==> config.mk <==
export PLATFORM = sky130hd
export DESIGN_NAME = cmp_sched
export DESIGN_NICKNAME = d
export VERILOG_FILES = /design/src/rtl/cmp_sched.sv
export SDC_FILE = /design/constraint.sdc
export NUM_CORES = 1
export LEC_CHECK = 0
export CAP_MARGIN = 15
export CORE_MARGIN = 1.5
export CORE_UTILIZATION = 53
export DETAILED_ROUTE_END_ITERATION = 7
export MAX_ROUTING_LAYER = met4
export PLACE_DENSITY_LB_ADDON = 0.05
export SETUP_SLACK_MARGIN = 0.05
export SLEW_MARGIN = 10
export SYNTH_ARGS = -nofsm -noshare
export SYNTH_HDL_FRONTEND = slang
export SYNTH_SLANG_ARGS = --single-unit
export TNS_END_PERCENT = 30
==> constraint.sdc <==
create_clock -name clk -period 10.5 [get_ports clk]
set_clock_uncertainty 0.05 [all_clocks]
set_input_delay 2.1 -clock clk [delete_from_list [all_inputs] [get_ports clk]]
set_output_delay 2.1 -clock clk [all_outputs]
set_load 0.005 [all_outputs]
==> src/rtl/cmp_sched.sv <==
// Two-port scheduler for the shared 32-bit compare datapath: round-robin grant,
// one operand stage (S1), and per-port response registers with flush on port 0.
module cmp_sched #(
    parameter int unsigned TAG_W = 4
) (
    input  logic             clk,
    input  logic             rst_n,
    input  logic             flush,
    input  logic             req0_valid,
    output logic             req0_ready,
    input  logic [31:0]      req0_rs1,
    input  logic [31:0]      req0_rs2,
    input  logic [2:0]       req0_funct3,
    input  logic [TAG_W-1:0] req0_tag,
    input  logic             req1_valid,
    output logic             req1_ready,
    input  logic [31:0]      req1_rs1,
    input  logic [31:0]      req1_rs2,
    input  logic             req1_unsigned,
    input  logic [TAG_W-1:0] req1_tag,
    output logic             rsp0_valid,
    input  logic             rsp0_ready,
    output logic             rsp0_taken,
    output logic             rsp0_illegal,
    output logic [TAG_W-1:0] rsp0_tag,
    output logic             rsp1_valid,
    input  logic             rsp1_ready,
    output logic             rsp1_less,
    output logic [TAG_W-1:0] rsp1_tag
);

    logic             run;
    logic             rr_prio;
    logic             s1_valid;
    logic             s1_port;
    logic [31:0]      s1_a;
    logic [31:0]      s1_b;
    logic [2:0]       s1_f3;
    logic             s1_un;
    logic [TAG_W-1:0] s1_tag;

    logic [32:0] diff;
    logic        equal;
    logic        less_u;
    logic        less_s;
    logic        br_taken;
    logic        br_illegal;
    logic        lt_less;

    logic s1_retire;
    logic s1_kill;
    logic may_load;
    logic v0;
    logic gnt;
    logic accept;

    always_comb begin
        diff   = {1'b0, s1_a} + {1'b0, ~s1_b} + 33'd1;
        equal  = (diff[31:0] == '0);
        less_u = ~diff[32];
        less_s = (s1_a[31] ^ s1_b[31]) ? s1_a[31] : diff[31];

        br_taken   = 1'b0;
        br_illegal = 1'b0;
        case (s1_f3)
            3'b000:  br_taken = equal;
            3'b001:  br_taken = ~equal;
            3'b100:  br_taken = less_s;
            3'b101:  br_taken = ~less_s;
            3'b110:  br_taken = less_u;
            3'b111:  br_taken = ~less_u;
            default: br_illegal = 1'b1;
        endcase

        lt_less = s1_un ? less_u : less_s;
    end

    always_comb begin
        s1_retire = s1_valid & (s1_port ? (~rsp1_valid | rsp1_ready)
                                        : (~rsp0_valid | rsp0_ready));
        s1_kill   = flush & s1_valid & ~s1_port;
        may_load  = ~s1_valid | s1_retire;

        // Port 0 is masked out of arbitration during flush so port 1 can still win.
        v0  = req0_valid & ~flush;
        gnt = (v0 & req1_valid) ? rr_prio : (req1_valid & ~v0);

        req0_ready = run & ~flush & ~gnt & may_load;
        req1_ready = run & gnt & may_load;
        accept     = (req0_valid & req0_ready) | (req1_valid & req1_ready);
    end

    // Readies stay low until the first edge after reset release.
    always_ff @(posedge clk or negedge rst_n) begin
        if (!rst_n) begin
            run     <= 1'b0;
            rr_prio <= 1'b0;
        end else begin
            run <= 1'b1;
            if (accept)
                rr_prio <= ~gnt;
        end
    end

    always_ff @(posedge clk or negedge rst_n) begin
        if (!rst_n) begin
            s1_valid <= 1'b0;
            s1_port  <= 1'b0;
            s1_a     <= '0;
            s1_b     <= '0;
            s1_f3    <= '0;
            s1_un    <= 1'b0;
            s1_tag   <= '0;
        end else if (accept) begin
            s1_valid <= 1'b1;
            s1_port  <= gnt;
            s1_a     <= gnt ? req1_rs1 : req0_rs1;
            s1_b     <= gnt ? req1_rs2 : req0_rs2;
            s1_f3    <= req0_funct3;
            s1_un    <= req1_unsigned;
            s1_tag   <= gnt ? req1_tag : req0_tag;
        end else if (s1_retire | s1_kill) begin
            s1_valid <= 1'b0;
        end
    end

    always_ff @(posedge clk or negedge rst_n) begin
        if (!rst_n) begin
            rsp0_valid   <= 1'b0;
            rsp0_taken   <= 1'b0;
            rsp0_illegal <= 1'b0;
            rsp0_tag     <= '0;
        end else if (flush) begin
            rsp0_valid <= 1'b0;
        end else if (s1_retire & ~s1_port) begin
            rsp0_valid   <= 1'b1;
            rsp0_taken   <= br_taken;
            rsp0_illegal <= br_illegal;
            rsp0_tag     <= s1_tag;
        end else if (rsp0_ready) begin
            rsp0_valid <= 1'b0;
        end
    end

    always_ff @(posedge clk or negedge rst_n) begin
        if (!rst_n) begin
            rsp1_valid <= 1'b0;
            rsp1_less  <= 1'b0;
            rsp1_tag   <= '0;
        end else if (s1_retire & s1_port) begin
            rsp1_valid <= 1'b1;
            rsp1_less  <= lt_less;
            rsp1_tag   <= s1_tag;
        end else if (rsp1_ready) begin
            rsp1_valid <= 1'b0;
        end
    end

endmodule

==> flow_summary.yaml, run 1 <==
run_status:
  run_status: "complete, no violations"
synthesis:
  ys_async_sr_fraction_pct: 100
  yosysWarningCount: 0
  synth_top_area_share_pct: 37.3
  yosysTopAreaCell: "dfrtp_1"
  synth-edff-count: 0
  syn_inst: 713
  syn_area_um2: 5960
  synth_seq_cells: 89
  synth_seq_area_share_pct: 37.3
  postSynthAreaPerCell_um2: 8.36
  synth_area_leaders: "dfrtp_1 (37%), nand2_1 (11%), a22oi_1 (8.6%), ha_1 (6.7%), inv_1 (2.9%)"
  ys.flop_type: "dfrtp_1"
  ys_types: 65
  synthesis.nets: 894
clock_tree:
  cts_resized: 0
  clock_sinks: 89
  cts_hold_buf: 0
  clk_latency_ns: 0.40
  numCtsBuffers: 9
  ctsLongestPathBuffers: 2
  clk_pin_slew_ns: 0.10
  htreeDepth: 3
  root_buffer: "clkbuf_8"
  cts_tree: "yes"
  cts_setup_buffers: 0
cells_and_area:
  fin_nets: 1034
  instances_no_fill: 998
  antenna_cells: 0
  final_cell_mix: "nand2_1 (177), clkdlybuf4s50_1 (160), dfrtp_1 (89), a22oi_1 (68), inv_1 (46)"
  area_delta_synth_final_pct: 31.5
  nFillCells: 818
  final_common_cell: "nand2_1"
  drive_gt1_share_pct: 6.06
worst_setup_path:
  crit_slowest_cell: "clkdlybuf4s50_1"
  worstPathArrival_ns: 4.20
  crit_type: "in -> out"
  crit_top_cell: "clkdlybuf4s50_1"
  crit_path_max_incr_delay_ns: 0.58
  critical_path_buf_inv_count: 3
  cp_max_fo: 38
  cp.required_ns: 8.35
  critPathCaptureType: "primary output"
  startpoint_type: "input pin"
  critPathTopFamily: "buffers and inverters"
  worstPathCellList: "clkdlybuf4s50_1 -> nand2b_1 -> nor2_1 -> o21ai_0 -> nand2_1 -> nor2_4 -> buf_4 -> clkdlybuf4s50_1"
floorplan:
  fp.dieH_um: 109
  start_util_pct: 54.8
  rows: 38
  coreArea_um2: 10900
  ios: 162
  die_w_um: 109
  die_area_um2: 11900
power:
  total_power_mw: 1.56
  peakVddDrop_uv: 143
  p_leak_nw: 3.64
  power_density_nw_per_um2: 198
global_routing:
  grt_pass1_wl_um: 26700
  grt_max_degree: 74
  overflow: 0
  grt_pass1_vias: 5692
  antenna_found_initial: 0
  track_usage_pct: 29.5
sta:
  max_slew_margin_pct: 48.4
  finalSetupViolations: 0
  setup_tns_ns: 0
  period_minus_slack_ns: 6.35
  final.period_utilization_pct: 60.5
  rsz0062_at_grt: "false"
  worstMarginPinSlew_ns: 0.773
  hold_viol: 0
  final-max-slew-violation-count: 0
  max_freq_mhz: 158
placement:
  portBuffers: 161
  dp.cells: 982
  hpwl_um: 12500
  gp_congestion: 0.935
route:
  wirelength_um: 16400
  ant_nets: 0
  vias_per_cell: 5.77
  vias: 5756
  firstDrtPassIters: 5
  drc: 0
  wl_per_cell_um: 16.4
  drtIter0Drc: 373
worst_hold_path:
  hp-class: "reg -> reg"
flow_run:
  max_cap_viol_count: 0
==> synth_stat cells (3+ instances only) <==
library cell and n:
a31oi_1 9, o2111ai_1 5, nor3_1 8, a221oi_1 4
o21ai_0 22, xor2_1 3, nor2_1 32, dfrtp_1 89
mux2i_1 7, buf_6 3, and3_1 4, o21bai_1 5
a22oi_1 68, a21oi_1 31, nand3_1 7, a21o_1 17
nand4_1 7, and2_1 3, buf_2 3, clkbuf_1 30
inv_1 46, xnor2_1 7, nor2b_1 6, a211o_1 6
a211oi_1 6, ha_1 32, nand2b_1 8, nand2_1 177
mux2_2 12, o211ai_1 10
==> final timing paths <==
check,from,endpoint,slack (ns),cells past startpoint
setup / recovery,rsp0_ready,req1_ready,4.15,8
hold / removal,s1_b[18],s1_b[18],0.44,2
setup reg to reg,s1_a[4],rsp0_taken,5.05,24
hold reg to reg,s1_b[18],s1_b[18],0.44,2
max in group asynchronous,rst_n,s1_b[21],7.76,2
min in group asynchronous,rst_n,s1_b[3],1.60,1
==> registers in the layout (all words and copies together) (netlist names), 3 cells and up <==
signal and flops:
s1_f3 3, s1_b 32, s1_tag 4, s1_a 32, rsp1_tag 4, rsp0_tag 4
==> where the power goes <==
group	total [mW]	internal (mW)	switching [mW]
Combinational	0.832	0.374	0.458
Clock	0.246	0.0949	0.151
Sequential	0.478	0.424	0.0539
==> worst register-to-register path, stage by stage, from the launching register on <==
cell and delay [ns]:
dfrtp_1 0.39, ha_1 0.48, nand2_1 0.09, a211oi_1 0.45, o211a_1 0.26, o21ba_2 0.18, o31ai_1 0.09, o21ai_0 0.30
a21oi_1 0.12, nor2b_1 0.10, o21ai_0 0.08, nand2b_1 0.08, a21oi_1 0.07, fa_1 0.50, nand3_1 0.08, a221oi_1 0.24
o2111ai_1 0.17, nor4_1 0.31, o2111ai_1 0.14, nor4_1 0.30, nand4_1 0.18, nor4_2 0.28, and4_1 0.25, o21ai_1 0.06
a21oi_1 0.12
==> cells by family (layout without fill, tap and decap cells) <==
logic type | Yosys count | in the layout | synth area share (%)
adder cells (fa/ha/maj) | 34 | 34 | 7.39
AO/OA/AOI/OAI | 212 | 212 | 25.5
AND/OR/NAND/NOR | 265 | 265 | 19.1
buffers and inverters | 83 | 228 | 5.67
multiplexers | 19 | 19 | 3.44
flip-flops | 89 | 89 | 37.3
other | 1 | 1 | 0.0629
XOR/XNOR | 10 | 10 | 1.47
==> layer usage <==
metal	track usage (%)	vias to the layer above	part of all wire, %
met5	-	-	0
met3	4.96	25	4.2
met4	9.49	0	1.8
li1	-	2821	-
met2	49.9	158	51
met1	35.9	2752	43
==> through the flow <==
stage	utilization, %	area [um^2]	setup slack, ns	hold slack (ns)
floorplan	-	5960	5.25	0.391
global placement	70.1	7640	4.27	0.408
detailed placement	70.1	7640	4.20	0.415
CTS	72.0	7840	4.18	0.442
global route	72.0	7840	4.05	0.455
finish	72.0	7840	4.15	0.440
==> layout make-up <==
cell class / instances / area, um^2 / area share [%]
well taps: 140 / 175 / 2.23
inverters: 46 / 173 / 2.20
multi-input cells: 541 / 3410 / 43.5
repair buffers: 166 / 1650 / 21.0
clock inverters: 7 / 81.3 / 1.04
clock buffers: 9 / 124 / 1.58
flip-flops and latches: 89 / 2230 / 28.4
(Power assumes the default switching activity.)
==> run 2, diff against run 1 <==
CORE_UTILIZATION = 45   (was 53)
clock period = 5.4 ns   (was 10.5 ns; I/O delays follow)
==> flow_summary.yaml, run 2 (synthesis gave the netlist of run 1 again) <==
run_status:
  run_status: "complete, no violations"
clock_tree:
  root_buffer: "clkbuf_16"
  clk_pin_slew_ns: 0.07
  cts_hold_buf: 0
  htreeDepth: 3
  ctsLongestPathBuffers: 2
  cts_tree: "yes"
  clock_sinks: 89
  clk_latency_ns: 0.36
  numCtsBuffers: 9
worst_setup_path:
  critPathTopFamily: "compound AO/OA/AOI/OAI gates"
  worstPathCellList: "ha_1 -> nor2_1 -> a211oi_4 -> o211a_1 -> o21ba_2 -> o31ai_4 -> o21ai_2 -> a21oi_1 -> nor2b_1 -> o21ai_0 -> nand2b_1 -> a21oi_2 -> fa_1 -> nand3_1 -> a221oi_1 -> o2111ai_1 -> nor4_1 -> o2111ai_1 -> nor4_2 -> nand4_1 -> nor4_2 -> and4_1 -> o21ai_1 -> a21oi_1"
  crit_type: "reg -> reg"
  critical_path_buf_inv_count: 0
  startpoint_type: "register"
  cp.required_ns: 5.64
  critPathCaptureType: "register"
  cp_max_fo: 5
  crit_path_max_incr_delay_ns: 0.54
  worstPathArrival_ns: 5.26
  crit_slowest_cell: "fa_1"
floorplan:
  coreArea_um2: 12800
  rows: 41
  ios: 162
  start_util_pct: 46.7
  die_area_um2: 14000
  die_w_um: 118
  fp.dieH_um: 118
route:
  drc: 0
  vias: 5763
  wirelength_um: 17100
  vias_per_cell: 5.54
  drtIter0Drc: 337
  ant_nets: 0
  firstDrtPassIters: 5
  wl_per_cell_um: 16.5
cells_and_area:
  area_delta_synth_final_pct: 36.3
  final_cell_mix: "nand2_1 (177), clkdlybuf4s50_1 (160), dfrtp_1 (89), a22oi_1 (68), inv_1 (46)"
  final_common_cell: "nand2_1"
  final_util_pct: 63.6
  fin_nets: 1045
  top_regs: "s1_a (32), s1_b (32)"
  antenna_cells: 0
  drive_gt1_share_pct: 8.29
sta:
  worstMarginPinSlew_ns: 0.780
  period_minus_slack_ns: 5.02
  finalSetupViolations: 0
  final-max-slew-violation-count: 0
  hold_viol: 0
  max_slew_margin_pct: 48.0
  max_freq_mhz: 199
  final.period_utilization_pct: 93.0
  setup_tns_ns: 0
  rsz0062_at_grt: "false"
power:
  total_power_mw: 3.31
  power_density_nw_per_um2: 408
  peakVddDrop_uv: 317
  p_leak_nw: 3.73
global_routing:
  track_usage_pct: 25.8
  antenna_found_initial: 0
  grt_pass1_wl_um: 28200
  grt_max_degree: 71
  overflow: 0
  grt_pass1_vias: 5840
placement:
  portBuffers: 161
  gp_congestion: 0.874
  hpwl_um: 13200
flow_run:
  max_cap_viol_count: 0
worst_hold_path:
  hp-class: "reg -> reg"
## run 2: worst min-delay path, delay by kind of cell, from the launching register on
kind	cells	cell delay [ns]
simple gates	2	0.10
flops	1	0.34
## run 2: metal layers
metal / track usage (%) / routed length (um) / vias to the layer above
met1: 30.9 / 7450 / 2726
li1: - / - / 2838
met4: 7.70 / 321 / 0
met2: 44.5 / 8510 / 177
met3: 4.41 / 864 / 22
met5: - / 0 / -
## run 2: final timing paths
kind | slack [ns] | cells after the start | endpoint | from
worst max register to register | 0.38 | 24 | rsp0_taken | s1_a[2]
min in group asynchronous | 0.62 | 1 | s1_b[5] | rst_n
worst min register to register | 0.43 | 2 | s1_b[10] | s1_b[10]
worst min-delay path | 0.43 | 2 | s1_b[10] | s1_b[10]
worst max-delay path | 0.38 | 24 | rsp0_taken | s1_a[2]
max in group asynchronous | 3.61 | 2 | s1_b[20] | rst_n
## run 2: what timing repair did
item	4_1_cts	5_1_grt
gates resized for setup	0	12
endpoints found under the hold margin	0	0
buffers inserted	0	4
endpoints found under the setup margin	0	1
## run 2: layout make-up
type | instances | area (um^2)
Clock inverter | 7 | 77.6
Clock buffer | 9 | 225
Tap cell | 172 | 215
Multi-Input combinational cell | 541 | 3480
Timing Repair Buffer | 177 | 1730
Inverter | 46 | 173
Sequential cell | 89 | 2230
Fill cell | 1087 | 4650
## run 2: where the power goes
part / leakage, nW / internal (mW) / switching, mW / total [mW]
Clock: 0.147 / 0.331 / 0.313 / 0.644
Sequential: 1.09 / 0.825 / 0.0980 / 0.923
Combinational: 2.49 / 0.774 / 0.971 / 1.75
## run 2: metrics by stage
stage	instance area (um^2)	worst slack [ns]	std cells	hold WS (ns)
after detailed placement	7730	0.0781	1021	0.412
after CTS	8030	0.0678	1037	0.429
after global routing	8130	0.0525	1041	0.453
final	8130	0.376	1041	0.426
after global placement	7730	0.387	1021	0.406
after floorplan	5960	0.722	713	0.391
==> run 3, diff against run 2 <==
clock period = 4.6 ns   (was 5.4 ns; I/O delays follow)
==> flow_summary.yaml, run 3 (synthesis gave the netlist of run 1 again) <==
sta:
  finalSetupViolations: 1
  max_slew_margin_pct: 30.7
  final.period_utilization_pct: 103
  worstMarginPinSlew_ns: 1.04
  max_freq_mhz: 210
  rsz0062_at_grt: "true"
  fin_hold_ws_ns: 0.426
  period_minus_slack_ns: 4.76
  final-max-slew-violation-count: 0
  setup_ws_ns: -0.159
  setup_tns_ns: -0.159
  hold_viol: 0
route:
  drtIter0Drc: 358
  firstDrtPassIters: 5
  vias_per_cell: 5.46
  wirelength_um: 17700
  drc: 0
  vias: 6059
  ant_nets: 0
  wl_per_cell_um: 16.0
flow_run:
  max_cap_viol_count: 0
power:
  p_leak_nw: 4.09
  peakVddDrop_uv: 400
  total_power_mw: 4.29
  power_density_nw_per_um2: 488
clock_tree:
  htreeDepth: 3
  cts_hold_buf: 0
  numCtsBuffers: 9
  clk_latency_ns: 0.36
  clk_pin_slew_ns: 0.07
  clock_sinks: 89
  ctsLongestPathBuffers: 2
  root_buffer: "clkbuf_16"
  cts_tree: "yes"
worst_setup_path:
  startpoint_type: "register"
  worstPathArrival_ns: 4.99
  crit_top_cell: "buf_4"
  critPathLaunch: "s1_b[4]"
  rr_startpoint: "s1_b[4]"
  cp_max_fo: 2
  crit_type: "reg -> reg"
  crit_slowest_cell: "dfrtp_1"
  critPathCaptureType: "register"
  crit_path_max_incr_delay_ns: 0.39
  cp.required_ns: 4.83
cells_and_area:
  area_delta_synth_final_pct: 47.4
  instances_no_fill: 1109
  final_cell_mix: "nand2_1 (176), clkdlybuf4s50_1 (160), dfrtp_1 (89), buf_4 (83), a22oi_1 (68)"
  top_regs: "s1_a (32), s1_b (32)"
  antenna_cells: 0
  drive_gt1_share_pct: 16.8
  final_common_cell: "nand2_1"
  fin_nets: 1113
  final_util_pct: 68.8
  nFillCells: 1058
placement:
  hpwl_um: 13500
  portBuffers: 161
  dp.cells: 1068
  gp_congestion: 0.896
floorplan:
  fp.dieH_um: 118
  die_w_um: 118
  rows: 41
  start_util_pct: 46.7
  die_area_um2: 14000
  ios: 162
  coreArea_um2: 12800
global_routing:
  track_usage_pct: 26.4
  use_met1_pct: 32.6
  gr-usage-met3_pct: 4.41
  grt_pass1_wl_um: 29400
  overflow: 0
  grt_pass1_vias: 6096
  gr-usage-met2_pct: 45.1
  grt_max_degree: 71
  antenna_found_initial: 0
  grt_busiest_layer: "met2"
worst_hold_path:
  hp-class: "reg -> reg"
  worstHoldStart: "s1_b[22]"
run_status:
  run_status: "finished, violations left"
  violations: "negative setup slack"
==> run 3: cell type report <==
cell class	count	area, um^2	share of cell area (%)
Multi-Input combinational cell	541	3620	41.2
Timing Repair Buffer	245	2250	25.6
Sequential cell	89	2230	25.3
Clock buffer	9	225	2.56
Tap cell	172	215	2.45
Inverter	46	173	1.96
Clock inverter	7	78.8	0.897
==> run 3: worst paths after layout <==
| kind | end | cells after the start | slack [ns] |
|---|---|---|---|
| min in group asynchronous | s1_b[4] | 1 | 0.58 |
| max in group asynchronous | s1_a[18] | 2 | 3.04 |
| min reg2reg | s1_b[22] | 2 | 0.43 |
| max | rsp0_taken | 31 | -0.16 |
| min | s1_b[22] | 2 | 0.43 |
| max reg2reg | rsp0_taken | 31 | -0.16 |
==> run 3: repair_timing <==
item / in CTS / in global routing
endpoints found under the hold margin: 0 / 0
endpoints found under the setup margin: 1 / 1
pin swaps: 19 / 22
cloned: 0 / 0
setup buffers: 22 / 6
resized for setup: 12 / 22
==> run 3: power by group <==
part           internal, mW  total [mW]  switching (mW)
clock                 0.388       0.743           0.355
combinational          1.21        2.45            1.24
sequential            0.969        1.09           0.122
total                  2.57        4.29            1.72
==> run 3: stage by stage <==
| step | setup WS [ns] | cell area, um^2 |
|---|---|---|
| floorplan | 0.0644 | 5970 |
| global placement | -0.0713 | 8090 |
| detailed placement | -0.350 | 8090 |
| CTS | -0.256 | 8630 |
| global route | -0.439 | 8790 |
| finish | -0.159 | 8790 |
==> run 3: critical path, delay by kind of cell, from the launching register on <==
family,cells,cell delay (ns)
simple gates,2,0.28
compound gates,8,1.33
fa+ha+maj,1,0.20
buf+inv,19,2.26
flops,1,0.39
mux,1,0.18
==> run 3: metal layers <==
layer  share of wire [%]  routed length, um
met4                 1.6                276
met1                  44               7770
met3                 4.3                762
met2                  50               8920
met5                   0                  0
